--- src/rtl/composite_luma_encoder.sv ---
// Composite video sample encoder: sync tip, blanking, optional colour burst and luma in a 3-stage clk_en pipeline.
// Optional colour burst generation is built only when COMPOSITE_COLORBURST_EN is defined.
module composite_luma_encoder #(
    parameter logic [7:0]  SYNC_LEVEL  = 8'd0,
    parameter logic [7:0]  BLANK_LEVEL = 8'd72,
    parameter logic [7:0]  BLACK_LEVEL = 8'd80,
    parameter logic [7:0]  WHITE_LEVEL = 8'd200,
    parameter int          BURST_DELAY = 4,
    parameter int          BURST_LEN   = 10,
    parameter logic [7:0]  BURST_AMP   = 8'd20,
    parameter logic [31:0] PHASE_INC   = 32'h2AAA_AAAB
) (
    input  logic        clk,
    input  logic        reset,
    input  logic        clk_en,
    input  logic        hsync,
    input  logic        vsync,
    input  logic        hblank,
    input  logic        vblank,
    input  logic        de,
    input  logic [23:0] rgb,
    output logic [7:0]  dac,
    output logic        sync_out,
    output logic        burst_active
);

    localparam logic [7:0] LUMA_SPAN = WHITE_LEVEL - BLACK_LEVEL;

    // ------------------------------------------------------------------
    // Stage 1: input capture
    // ------------------------------------------------------------------
    logic        s1_hsync;
    logic        s1_vsync;
    logic        s1_hblank;
    logic        s1_vblank;
    logic        s1_de;
    logic [23:0] s1_rgb;

    // NOTE: sequential state is assigned with <= so every register samples pre-edge values.
    always_ff @(posedge clk or posedge reset) begin
        if (reset) begin
            s1_hsync  <= 1'b0;
            s1_vsync  <= 1'b0;
            s1_hblank <= 1'b0;
            s1_vblank <= 1'b0;
            s1_de     <= 1'b0;
            s1_rgb    <= '0;
        end else if (clk_en) begin
            s1_hsync  <= hsync;
            s1_vsync  <= vsync;
            s1_hblank <= hblank;
            s1_vblank <= vblank;
            s1_de     <= de;
            s1_rgb    <= rgb;
        end
    end

    // ------------------------------------------------------------------
    // Stage 2: luma and timing flags
    // ------------------------------------------------------------------
    logic [15:0] y_sum;
    logic [7:0]  s2_y;
    logic        s2_sync;
    logic        s2_hblank;
    logic        s2_vblank;
    logic        s2_de;

    // Coefficients sum to 256, so the 16-bit sum cannot overflow.
    assign y_sum = ({8'd0, s1_rgb[23:16]} * 16'd77)
                 + ({8'd0, s1_rgb[15:8]}  * 16'd150)
                 + ({8'd0, s1_rgb[7:0]}   * 16'd29);

    always_ff @(posedge clk or posedge reset) begin
        if (reset) begin
            s2_y      <= '0;
            s2_sync   <= 1'b0;
            s2_hblank <= 1'b0;
            s2_vblank <= 1'b0;
            s2_de     <= 1'b0;
        end else if (clk_en) begin
            s2_y      <= 8'(y_sum >> 8);
            s2_sync   <= s1_hsync | s1_vsync;
            s2_hblank <= s1_hblank;
            s2_vblank <= s1_vblank;
            s2_de     <= s1_de;
        end
    end

    // ------------------------------------------------------------------
    // Burst window generation (stage-2 aligned)
    // ------------------------------------------------------------------
    logic       burst_win;
    logic [7:0] burst_sample;

`ifdef COMPOSITE_COLORBURST_EN
    localparam int CNT_MAX = (BURST_DELAY > BURST_LEN) ? BURST_DELAY : BURST_LEN;
    localparam int CNT_W   = (CNT_MAX > 2) ? $clog2(CNT_MAX) : 1;
    localparam logic [CNT_W-1:0] DELAY_LOAD = CNT_W'((BURST_DELAY > 0) ? BURST_DELAY - 1 : 0);
    localparam logic [CNT_W-1:0] LEN_LOAD   = CNT_W'((BURST_LEN > 0) ? BURST_LEN - 1 : 0);
    localparam logic [7:0]       BURST_HI   = BLANK_LEVEL + BURST_AMP;
    localparam logic [7:0]       BURST_LO   = BLANK_LEVEL - BURST_AMP;

    typedef enum logic [1:0] {
        ST_IDLE,
        ST_DELAY,
        ST_BURST
    } burst_state_t;

    burst_state_t   state, state_nxt;
    logic [CNT_W-1:0] cnt, cnt_nxt;
    logic           s1_hsync_prev;
    logic           h_fall;
    logic           h_rise;
    logic           abort;
    logic [31:0]    phase;

    assign h_fall = s1_hsync_prev & ~s1_hsync;
    assign h_rise = s1_hsync & ~s1_hsync_prev;
    assign abort  = h_rise | s1_vsync | s1_de;

    // NOTE: defaults first in always_comb so no path leaves a variable unassigned (no latch).
    always_comb begin
        state_nxt = state;
        cnt_nxt   = cnt;
        unique case (state)
            ST_IDLE: begin
                if (h_fall && !s1_vsync) begin
                    state_nxt = (BURST_DELAY == 0) ? ST_BURST : ST_DELAY;
                    cnt_nxt   = (BURST_DELAY == 0) ? LEN_LOAD : DELAY_LOAD;
                end
            end
            ST_DELAY, ST_BURST: begin
                if (abort) begin
                    state_nxt = ST_IDLE;
                    cnt_nxt   = '0;
                end else if (h_fall) begin
                    // vsync is known low here, so a fresh edge re-arms the delay.
                    state_nxt = (BURST_DELAY == 0) ? ST_BURST : ST_DELAY;
                    cnt_nxt   = (BURST_DELAY == 0) ? LEN_LOAD : DELAY_LOAD;
                end else if (cnt != '0) begin
                    cnt_nxt = cnt - 1'b1;
                end else if (state == ST_DELAY) begin
                    state_nxt = ST_BURST;
                    cnt_nxt   = LEN_LOAD;
                end else begin
                    state_nxt = ST_IDLE;
                end
            end
            default: begin
                state_nxt = ST_IDLE;
                cnt_nxt   = '0;
            end
        endcase
    end

    always_ff @(posedge clk or posedge reset) begin
        if (reset) begin
            state         <= ST_IDLE;
            cnt           <= '0;
            s1_hsync_prev <= 1'b0;
        end else if (clk_en) begin
            state         <= state_nxt;
            cnt           <= cnt_nxt;
            s1_hsync_prev <= s1_hsync;
        end
    end

    // Subcarrier accumulator runs on every clk, independent of the pixel enable.
    always_ff @(posedge clk or posedge reset) begin
        if (reset) begin
            phase <= '0;
        end else begin
            phase <= phase + PHASE_INC;
        end
    end

    assign burst_win    = (state == ST_BURST);
    assign burst_sample = phase[31] ? BURST_LO : BURST_HI;
`else
    logic unused_cfg;

    assign burst_win    = 1'b0;
    assign burst_sample = BLANK_LEVEL;
    assign unused_cfg   = ^{BURST_AMP, PHASE_INC, 32'(BURST_DELAY), 32'(BURST_LEN)};
`endif

    // ------------------------------------------------------------------
    // Stage 3: level select and output registers
    // ------------------------------------------------------------------
    logic [15:0] luma_prod;
    logic [8:0]  luma_sum;
    logic [7:0]  luma_code;
    logic [7:0]  dac_nxt;

    assign luma_prod = {8'd0, s2_y} * {8'd0, LUMA_SPAN};
    assign luma_sum  = {1'b0, BLACK_LEVEL} + {1'b0, 8'(luma_prod >> 8)};
    assign luma_code = luma_sum[8] ? 8'hFF : luma_sum[7:0];

    always_comb begin
        dac_nxt = luma_code;
        if (s2_sync) begin
            dac_nxt = SYNC_LEVEL;
        end else if (burst_win) begin
            dac_nxt = burst_sample;
        end else if (!s2_de || s2_hblank || s2_vblank) begin
            dac_nxt = BLANK_LEVEL;
        end
    end

    always_ff @(posedge clk or posedge reset) begin
        if (reset) begin
            dac          <= BLANK_LEVEL;
            sync_out     <= 1'b0;
            burst_active <= 1'b0;
        end else if (clk_en) begin
            dac          <= dac_nxt;
            sync_out     <= s2_sync;
            burst_active <= burst_win;
        end
    end

endmodule

--- config.mk ---
export PLATFORM = sky130hd
export DESIGN_NAME = composite_luma_encoder
export DESIGN_NICKNAME = d
export VERILOG_FILES = /design/src/rtl/composite_luma_encoder.sv
export SDC_FILE = /design/constraint.sdc
export NUM_CORES = 1
export LEC_CHECK = 0
export ABC_CLOCK_PERIOD_IN_PS = 6200
export BUFFER_PORTS_ARGS = -buffer_cell sky130_fd_sc_hd__buf_2
export CORE_ASPECT_RATIO = 0.8
export CORE_UTILIZATION = 35
export CTS_CLUSTER_DIAMETER = 40
export DETAILED_ROUTE_END_ITERATION = 8
export SYNTH_ARGS = -nofsm -noshare
export SYNTH_HDL_FRONTEND = slang
export SYNTH_SLANG_ARGS = --single-unit
--- constraint.sdc ---
create_clock -name clk -period 6.2 [get_ports clk]
set_input_delay 1.55 -clock clk [delete_from_list [all_inputs] [get_ports clk]]
set_output_delay 1.55 -clock clk [all_outputs]
set_load 0.02 [all_outputs]
==> results of run 1 <==
## cell usage in the layout (no fill, tap or decap), types with 3 or more instances in the layout
cell / n
inv_1: 97
o21ai_0: 12
a21o_1: 10
xnor2_1: 6
mux2_2: 26
fa_1: 65
a21oi_2: 4
and2_1: 3
xor2_1: 9
nand2b_1: 4
nor2b_1: 5
nand2_1: 19
clkbuf_16: 5
inv_2: 10
a21oi_1: 16
buf_2: 40
o2bb2ai_1: 5
nand3_1: 3
buf_4: 15
nor3_1: 5
ha_4: 10
dfrtp_1: 48
nor2_1: 16
ha_1: 89
## repair_timing
item                                    4_1_cts  5_1_grt
endpoints found under the setup margin        2        5
setup buffers                                 3        1
hold buffers                                  0        0
pin swaps                                    22       33
gates resized for setup                      18       20
## synth_stat cells, drive strengths merged (3+ instances only)
library cell and instances:
nor2b 5, a211oi 4, nand2 20, dfrtp 48, o31ai 3, clkbuf 6
nor2 17, mux2 26, a21oi 20, and2 3, nand3 3, nand2b 4
o21ai 15, xor2 10, xnor2 7, o2bb2ai 5, ha 100, nor3 5
a21o 10, inv 107, fa 67
## final timing paths
kind                            depth (start not counted)                endpoint                   start  slack [ns]
worst max-delay path                                   25     s2_y[7]$_DFFE_PP0P_  s1_rgb[11]$_DFFE_PP0P_        0.12
worst min-delay path                                    1      dac[5]$_DFFE_PP0P_      dac[5]$_DFFE_PP0P_        0.49
worst max register to register                         25     s2_y[7]$_DFFE_PP0P_  s1_rgb[11]$_DFFE_PP0P_        0.12
worst min register to register                          1      dac[5]$_DFFE_PP0P_      dac[5]$_DFFE_PP0P_        0.49
max in group asynchronous                               2  s1_rgb[12]$_DFFE_PP0P_                   reset        3.96
min in group asynchronous                               2   s1_vblank$_DFFE_PP0P_                   reset        1.54
## stage by stage
step           setup slack, ns  utilization, %
6_report                0.1154           41.63
5_1_grt                -0.1171           41.63
4_1_cts               0.007900           40.96
3_5_place_dp           -0.1410           39.15
3_3_place_gp          -0.03574           39.15
2_1_floorplan          0.04862               -
## logic make-up (layout without fill, tap and decap cells)
group | Yosys count | count (layout)
compound gates | 78 | 78
xor+xnor | 17 | 17
fa+ha+maj | 167 | 167
buf+inv | 115 | 170
flops | 50 | 50
mux | 27 | 27
other cells | 1 | 1
simple gates | 70 | 70
## metal layers
metal | up-vias | track usage (%) | routed length [um]
met1 | 1908 | 21.16 | 5505
li1 | 1846 | - | -
met4 | 0 | 3.972 | 123
met5 | - | 0 | 0
met2 | 41 | 26.63 | 5394
met3 | 8 | 2.727 | 306
## state kept, by name, summed over array words and instances (netlist names)
name and flops:
s1_vblank 1, s1_hblank 1, dac 8, s1_rgb 24, s2_hblank 1, sync_out 1
s1_de 1, s2_de 1, s1_vsync 1, s1_hsync 1, s2_vblank 1, s2_y 8
s2_sync 1
## critical path, stage by stage (launching register included)
cell,delay (ns)
dfrtp_1,0.39
ha_1,0.29
ha_1,0.28
ha_1,0.27
inv_1,0.04
fa_1,0.49
inv_2,0.05
ha_4,0.27
inv_2,0.04
buf_4,0.13
xnor2_2,0.12
fa_1,0.50
inv_2,0.05
ha_4,0.25
inv_2,0.03
fa_1,0.45
fa_1,0.53
inv_2,0.05
ha_4,0.25
o21a_1,0.17
nor2_4,0.06
a311o_2,0.40
a211oi_2,0.30
or3_4,0.19
a21oi_2,0.05
a311o_1,0.32
## cell type report
| cell class | count | area share [%] |
|---|---|---|
| sequential | 50 | 19.12 |
| clock buffer | 6 | 1.966 |
| tap | 215 | 4.103 |
| timing repair buffer | 55 | 4.771 |
| clock inverter | 2 | 0.5725 |
| multi-input combinational | 360 | 63.34 |
| inverter | 107 | 6.126 |
==> flow_summary_export.csv, run 1 <==
group,metric,value,unit
timing,period_needed,6.085,ns
synth,ys_types,55,
global_routing,grt_pass1_vias,4151,
synth,ys.flop_type,"dfrtp_1",
min_path,hp-class,"reg2reg",
timing,fin_hold_ws,0.4879,ns
synth,syn_avg_cell_area,10.74,sq um
routing,viasPerCell,4.784,
timing,setup_tns,0,ns
clock_tree,cts_tree,"done",
routing,ant_nets,0,
clock_tree,cts_sinks,50,
setup_path,required,6.39,ns
floorplanning,rows,41,
placement,gp_congestion,0.8244,
routing,route.vias.total,3803,
floorplanning,num_io_pins,42,
synth,synth_seq_cells,50,
synth,yosys-top-cells-area,"fa_1, ha_1, dfrtp_1",
timing,worst_slew_pin_slew,1.141,ns
layout,finalInstanceArea,6556,sq um
layout,multi_input_area,4153,sq um
synth,synthXorXnorAreaFrac,2.640,%
synth,synthesis.nets,724,
setup_path,startpoint_type,"flop",
global_routing,grt_max_degree,56,
floorplanning,dieWidth,143.9,um
routing,first_pass_iters,4,
global_routing,grt_pass1_wl,20130,um
synth,synthDominantCellAreaShare,23.78,%
clock_tree,h-tree-depth,2,
synth,synth_top_family_by_area,"adder cells",
layout,final_cells,795,
timing,rsz0062_at_grt,"yes",
synth,synth_edf_count,0,
clock_tree,ctsRootBufferMaster,"clkbuf_16",
timing,period_share,98.14,%
synth,synthCells,525,
placement,place_area,6166,sq um
timing,maxSlewHeadroom,23.84,%
timing,fmax,164.3,MHz
synth,synthSimpleGateAreaFrac,6.145,%
layout,nNetsFinal,778,
run,maxCapViolCount,0,
placement,dp_hpwl,8958,um
outcome,status,"finished, final reports clean",
global_routing,grt.total_usage,15.83,%
layout,seq_area,1254,sq um
synth,synthMuxAreaShare,5.368,%
routing,detail_route.wl_per_cell,14.25,um
floorplanning,core,15750,sq um
placement,io_buffers,40,
synth,ys_warn_count,0,
layout,diodes,0,
timing,finalHoldViolations,0,
clock_tree,cts_buffers,5,
synth,yosys.area.top_type,"fa_1",
clock_tree,path_clk_slew,0.07,ns
setup_path,worstSetupEndpointType,"flop",
synth,synth_area,5640,sq um
global_routing,overflow,0,
floorplanning,fp.dieArea,16630,sq um
synth,async_flop_share,100.0,%
floorplanning,initial_core_util,35.81,%
synth,synth-adder-area-share,45.96,%
timing,finalClockSkew,0.004093,ns
setup_path,path_class,"reg2reg",
clock_tree,clockBufferDepth,2,
layout,drive_above_1_share,22.76,%
clock_tree,insertion_delay,0.30,ns
timing,report.final.slew_viol_count,0,
layout,syn_to_final_growth,16.24,%
global_routing,antenna_found_initial,0,
placement,placedCellCount,784,
setup_path,worstPathMaxFanout,4,
synth,yosysSeqAreaShare,22.23,%
routing,drtIter0Drc,141,
floorplanning,die_h,115.5,um
routing,wl,11330,um
timing,setup_violations,0,
synth,synth_compound_area_share,9.871,%
setup_path,crit_arrival,6.28,ns
layout,fill_cells,1476,
routing,route.detailed.drc,0,
Power of run 1 is left out: the tool's default activity adds up to more than one toggle a clock period on the data nets, which glitch-free logic cannot reach.
==> run 2: changes to the inputs <==
--- a/config.mk
+++ b/config.mk
@@ -6,11 +6,11 @@
 export NUM_CORES = 1
 export LEC_CHECK = 0
 export ABC_CLOCK_PERIOD_IN_PS = 6200
-export BUFFER_PORTS_ARGS = -buffer_cell sky130_fd_sc_hd__buf_2
 export CORE_ASPECT_RATIO = 0.8
 export CORE_UTILIZATION = 35
 export CTS_CLUSTER_DIAMETER = 40
 export DETAILED_ROUTE_END_ITERATION = 8
+export DONT_BUFFER_PORTS = 1
 export SYNTH_ARGS = -nofsm -noshare
 export SYNTH_HDL_FRONTEND = slang
 export SYNTH_SLANG_ARGS = --single-unit
==> flow_summary_export.csv, run 2 (same netlist as run 1, synthesis figures left out) <==
group,metric,value,unit
timing,setup_tns,0,ns
layout,layout_common_cells,"inv_1, ha_1, fa_1",
clock_tree,ctsRootBufferMaster,"clkbuf_16",
floorplanning,initial_core_util,35.81,%
routing,first_pass_iters,4,
setup_path,worstSetupStartpoint,"s1_rgb[14]$_DFFE_PP0P_",
layout,post-route-util,40.22,%
floorplanning,num_io_pins,42,
layout,finalInstanceArea,6335,sq um
floorplanning,fp.dieArea,16630,sq um
layout,mostFrequentLayoutCell,"inv_1",
clock_tree,path_clk_slew,0.07,ns
setup_path,cp-endpoint,"s2_y[7]$_DFFE_PP0P_",
placement,place_area,5958,sq um
floorplanning,core,15750,sq um
global_routing,met1_usage,20.67,%
global_routing,grt_pass1_wl,19110,um
setup_path,rr_worst_depth,20,
routing,route.detailed.drc,0,
timing,period_needed,6.049,ns
setup_path,required,6.39,ns
timing,maxSlewHeadroom,44.49,%
layout,nNetsFinal,740,
global_routing,antenna_found_initial,0,
min_path,hp-class,"reg2reg",
routing,route.vias.total,3644,
global_routing,grt_pass1_vias,3931,
setup_path,reg2reg_to,"s2_y[7]$_DFFE_PP0P_",
global_routing,grt_max_degree,56,
layout,largest_register_ffs,24,
global_routing,grt.total_usage,14.88,%
clock_tree,holdBufCountCts,0,
timing,finalClockSkew,0.006880,ns
timing,fin_hold_ws,0.5068,ns
timing,finalHoldViolations,0,
global_routing,met2_usage,24.32,%
routing,detail_route.wl_per_cell,14.63,um
timing,fmax,165.3,MHz
layout,drive_above_1_share,16.79,%
setup_path,worstSetupEndpointType,"flop",
routing,drtIter0Drc,156,
timing,rsz0062_at_grt,"yes",
clock_tree,clockBufferDepth,2,
placement,gp_congestion,0.7857,
timing,setup_violations,0,
layout,regMostFlops,"s1_rgb",
setup_path,worstPathMaxFanout,4,
floorplanning,rows,41,
layout,fill_cells,1510,
timing,worst_slew_pin_slew,0.8211,ns
clock_tree,h-tree-depth,2,
placement,dp_hpwl,8697,um
setup_path,path_class,"reg2reg",
floorplanning,dieWidth,143.9,um
layout,syn_to_final_growth,12.31,%
global_routing,gr-max-usage-layer,"met2",
setup_path,crit_arrival,6.24,ns
clock_tree,cts_sinks,50,
clock_tree,cts_tree,"done",
routing,viasPerCell,4.814,
clock_tree,cts_buffers,5,
setup_path,startpoint_type,"flop",
global_routing,overflow,0,
routing,ant_nets,0,
run,maxCapViolCount,0,
global_routing,gr-usage-met3,2.273,%
layout,diodes,0,
timing,period_share,97.57,%
setup_path,rrSetupSlack,0.15,ns
layout,layout_top_registers,"s1_rgb x24, dac x8, s2_y x8",
placement,io_buffers,0,
clock_tree,insertion_delay,0.30,ns
floorplanning,die_h,115.5,um
outcome,status,"finished, final reports clean",
routing,wl,11070,um
setup_path,r2r-start,"s1_rgb[14]$_DFFE_PP0P_",
timing,report.final.slew_viol_count,0,
run 2: cell count changes in the layout (fill, tap and decap cells not counted), sizes merged:
cell	delta
clkinv	+1
clkbuf	+1
bufinv	-1
clkinvlp	-1
buf	-38
run 2: layout make-up:
cell class / instances / area [sq um] / area share, %
Clock buffer: 7 / 142.6 / 2.252
Timing Repair Buffer: 17 / 127.6 / 2.015
Multi-Input combinational cell: 360 / 4135 / 65.28
Tap cell: 215 / 269.0 / 4.246
Inverter: 107 / 401.6 / 6.340
Sequential cell: 50 / 1254 / 19.79
Clock inverter: 1 / 5.005 / 0.07900
run 2: what timing repair did:
| item | CTS | global route |
|---|---|---|
| endpoints found under the setup margin | 4 | 5 |
| pin swaps | 13 | 32 |
| setup buffers | 2 | 4 |
| resized for setup | 10 | 23 |
run 2: worst max-delay path, cell delays in order, from the launching register on:
cell      delay (ns)
dfrtp_1         0.38
ha_1            0.30
ha_1            0.30
inv_2           0.04
fa_1            0.46
fa_1            0.51
inv_2           0.05
ha_4            0.28
xor2_2          0.14
fa_1            0.44
fa_1            0.51
inv_2           0.04
fa_1            0.47
fa_1            0.53
inv_2           0.05
ha_4            0.25
nand2_1         0.04
a311o_2         0.36
a211oi_2        0.30
o21ai_0         0.20
a311o_1         0.29
run 2: metal layers:
layer	share of wire, %	up-vias
li1	-	1773
met1	49	1819
met2	46	44
met3	3.5	8
met4	1.1	0
met5	0	-
run 2: how the worst min path moves through the flow:
| stage | from | endpoint | slack (ns) | depth (start not counted) |
|---|---|---|---|---|
| after global placement | s1_vsync$_DFFE_PP0P_ | s1_vsync$_DFFE_PP0P_ | 0.49 | 1 |
| after detailed placement | s1_vblank$_DFFE_PP0P_ | s2_vblank$_DFFE_PP0P_ | 0.49 | 1 |
| after floorplan | s2_de$_DFFE_PP0P_ | s2_de$_DFFE_PP0P_ | 0.47 | 1 |
| after global routing | s1_vblank$_DFFE_PP0P_ | s1_vblank$_DFFE_PP0P_ | 0.53 | 1 |
| final | s1_vblank$_DFFE_PP0P_ | s1_vblank$_DFFE_PP0P_ | 0.51 | 1 |
| after CTS | s1_vblank$_DFFE_PP0P_ | s1_vblank$_DFFE_PP0P_ | 0.51 | 1 |
run 2: stage by stage:
step	setup WS, ns	cells
after floorplan	0.04862	525
after global placement	-0.01442	743
after detailed placement	-0.1459	743
after CTS	0.0004308	753
after global routing	-0.06547	757
final	0.1505	757
Power of run 2 is left out for the same reason.
==> run 3: changes to the inputs <==
--- a/config.mk
+++ b/config.mk
@@ -5,12 +5,15 @@
 export SDC_FILE = /design/constraint.sdc
 export NUM_CORES = 1
 export LEC_CHECK = 0
+export ABC_AREA = 1
 export ABC_CLOCK_PERIOD_IN_PS = 6200
 export CORE_ASPECT_RATIO = 0.8
 export CORE_UTILIZATION = 35
 export CTS_CLUSTER_DIAMETER = 40
 export DETAILED_ROUTE_END_ITERATION = 8
 export DONT_BUFFER_PORTS = 1
+export MAX_ROUTING_LAYER = met4
+export RECOVER_POWER = 50
 export SYNTH_ARGS = -nofsm -noshare
 export SYNTH_HDL_FRONTEND = slang
 export SYNTH_SLANG_ARGS = --single-unit
==> flow_summary_export.csv, run 3 <==
group,metric,value,unit
floorplanning,dieWidth,149.9,um
min_path,hp-class,"reg2reg",
placement,placedCellCount,941,
timing,rsz0062_at_grt,"no",
global_routing,grt_max_degree,57,
global_routing,grt.total_usage,16.04,%
floorplanning,rows,42,
layout,drive_above_1_share,8.197,%
floorplanning,core,16820,sq um
clock_tree,clockBufferDepth,2,
min_path,hold_start,"s1_de$_DFFE_PP0P_",
synth,yosysMostFrequentCell,"nand2_1",
setup_path,required,6.40,ns
synth,yosys-top-cells-area,"fa_1, ha_1, dfrtp_1",
layout,diodes,0,
routing,route.vias.total,4358,
outcome,status,"finished, violations left",
setup_path,r2r-start,"s1_rgb[12]$_DFFE_PP0P_",
routing,ant_nets,0,
layout,layout_top_registers,"s1_rgb x24, dac x8, s2_y x8",
synth,synthDominantCellAreaShare,21.90,%
synth,synth_seq_cells,50,
placement,pre_cts_slack,0.1399,ns
synth,yosys-top-cells-count,"nand2_1, inv_1, ha_1, fa_1, dfrtp_1",
synth,ys.flop_type,"dfrtp_1",
min_path,hold_depth,2,
layout,regMostFlops,"s1_rgb",
global_routing,grt_pass1_wl,21960,um
synth,ys_types,40,
placement,place_area,6381,sq um
synth,ys_warn_count,0,
setup_path,worstPathMaxFanout,5,
timing,period_needed,5.821,ns
min_path,min_to,"s1_de$_DFFE_PP0P_",
synth,synthesis.nets,926,
timing,setup_violations,0,
synth,yosysSeqAreaShare,20.47,%
layout,layout_common_cells,"nand2_1, inv_1, ha_1",
global_routing,antenna_found_initial,0,
timing,worst_slack,0.3794,ns
layout,final_cells,952,
placement,dp_hpwl,10060,um
setup_path,path_class,"reg2reg",
routing,viasPerCell,4.578,
routing,wl,12240,um
synth,synth_area,6125,sq um
timing,finalHoldViolations,0,
timing,report.final.slew_viol_count,51,
timing,maxSlewHeadroom,-89.87,%
clock_tree,ctsRootBufferMaster,"clkbuf_16",
setup_path,reg2reg_to,"s2_y[6]$_DFFE_PP0P_",
global_routing,overflow,0,
setup_path,rr_worst_depth,27,
setup_path,crit_arrival,6.02,ns
floorplanning,die_h,120.3,um
clock_tree,path_clk_slew,0.07,ns
placement,gp_congestion,0.8845,
global_routing,grt_pass1_vias,4432,
synth,yosys.area.top_type,"fa_1",
routing,detail_route.wl_per_cell,12.86,um
synth,syn_avg_cell_area,8.425,sq um
routing,route.detailed.drc,0,
layout,mostFrequentLayoutCell,"nand2_1",
layout,syn_to_final_growth,8.519,%
routing,first_pass_iters,5,
timing,setup_tns,0,ns
floorplanning,fp.dieArea,18040,sq um
setup_path,rrSetupSlack,0.38,ns
synth,async_flop_share,100.0,%
timing,fmax,171.8,MHz
clock_tree,h-tree-depth,2,
floorplanning,num_io_pins,42,
routing,drtIter0Drc,209,
timing,period_share,93.88,%
synth,synthCells,727,
placement,io_buffers,0,
setup_path,startpoint_type,"flop",
layout,finalInstanceArea,6646,sq um
layout,largest_register_ffs,24,
synth,synth_edf_count,0,
clock_tree,cts_buffers,5,
clock_tree,cts_tree,"done",
floorplanning,initial_core_util,36.42,%
outcome,violations,"max-capacitance violations, max-slew violations",
layout,fill_cells,1709,
layout,nNetsFinal,930,
clock_tree,insertion_delay,0.31,ns
timing,finalClockSkew,0.008995,ns
clock_tree,holdBufCountCts,0,
timing,worst_slew_pin_slew,2.848,ns
setup_path,worstSetupEndpointType,"flop",
run,maxCapViolCount,1,
clock_tree,cts_sinks,50,
==> run 3: cells by family (layout without fill, tap and decap cells) <==
kind of cell / count (synthesis) / in the layout / synth area share (%)
AOI/OAI and AO/OA: 64 / 64 / 6.067
DFF: 50 / 50 / 20.47
xor gates and xnor gates: 12 / 12 / 1.716
and+or+nand+nor: 270 / 270 / 19.18
adders and majority gates: 167 / 167 / 42.33
other: 1 / 1 / 0.06123
buffers and inverters: 163 / 168 / 10.17
==> run 3: worst max path at each step <==
stage / from / cells after the start / slack (ns) / to
2_1_floorplan: s1_rgb[13]$_DFFE_PP0P_ / 25 / 0.40 / s2_y[6]$_DFFE_PP0P_
3_3_place_gp: s1_rgb[11]$_DFFE_PP0P_ / 25 / 0.23 / s2_y[6]$_DFFE_PP0P_
3_5_place_dp: s1_rgb[12]$_DFFE_PP0P_ / 27 / 0.14 / s2_y[6]$_DFFE_PP0P_
4_1_cts: s1_rgb[12]$_DFFE_PP0P_ / 27 / 0.12 / s2_y[6]$_DFFE_PP0P_
5_1_grt: s1_rgb[12]$_DFFE_PP0P_ / 26 / 0.02 / s2_y[6]$_DFFE_PP0P_
6_report: s1_rgb[12]$_DFFE_PP0P_ / 27 / 0.38 / s2_y[6]$_DFFE_PP0P_
==> run 3: worst max-delay path, stage by stage (launching register included) <==
cell	delay [ns]
dfrtp_2	0.43
ha_1	0.30
ha_1	0.27
inv_1	0.05
fa_1	0.49
fa_1	0.51
inv_1	0.06
ha_4	0.26
nand2_1	0.07
nand2_1	0.06
a31oi_1	0.17
xnor2_1	0.14
ha_1	0.27
fa_1	0.50
inv_1	0.05
fa_1	0.47
fa_1	0.54
inv_1	0.06
ha_4	0.28
inv_2	0.04
o21ai_1	0.20
nor2_2	0.07
nor2_1	0.11
nor2_1	0.07
nand2_1	0.07
nand2_1	0.04
nand3_1	0.06
nand2_1	0.05
==> run 3: cell type report <==
type	instances	area (sq um)	share of cell area [%]
multi-input combinational	514	4315	64.93
sequential	50	1255	18.88
inverter	153	574.3	8.641
tap	220	275.3	4.142
clock buffer	6	138.9	2.090
timing repair buffer	7	48.80	0.7342
clock inverter	2	38.79	0.5836
==> run 3: repair_timing <==
action / 4_1_cts / 5_1_grt
endpoints found under the setup margin: 0 / 7
buffers inserted: 0 / 3
resized for setup: 0 / 13
==> run 3: stage by stage <==
step / hold WS (ns) / utilization (%)
after floorplan: 0.4422 / -
final: 0.4817 / 39.52
after CTS: 0.4857 / 39.00
after global routing: 0.5086 / 39.52
after global placement: 0.4553 / 37.95
after detailed placement: 0.4686 / 37.95
==> run 3: layer usage <==
layer | routed length (um) | GRT usage [%]
met1 | 6791 | 24.27
met3 | 481 | 2.491
met4 | 139 | 3.662
met5 | 0 | -
met2 | 4826 | 22.19
Power of run 3 is left out for the same reason.
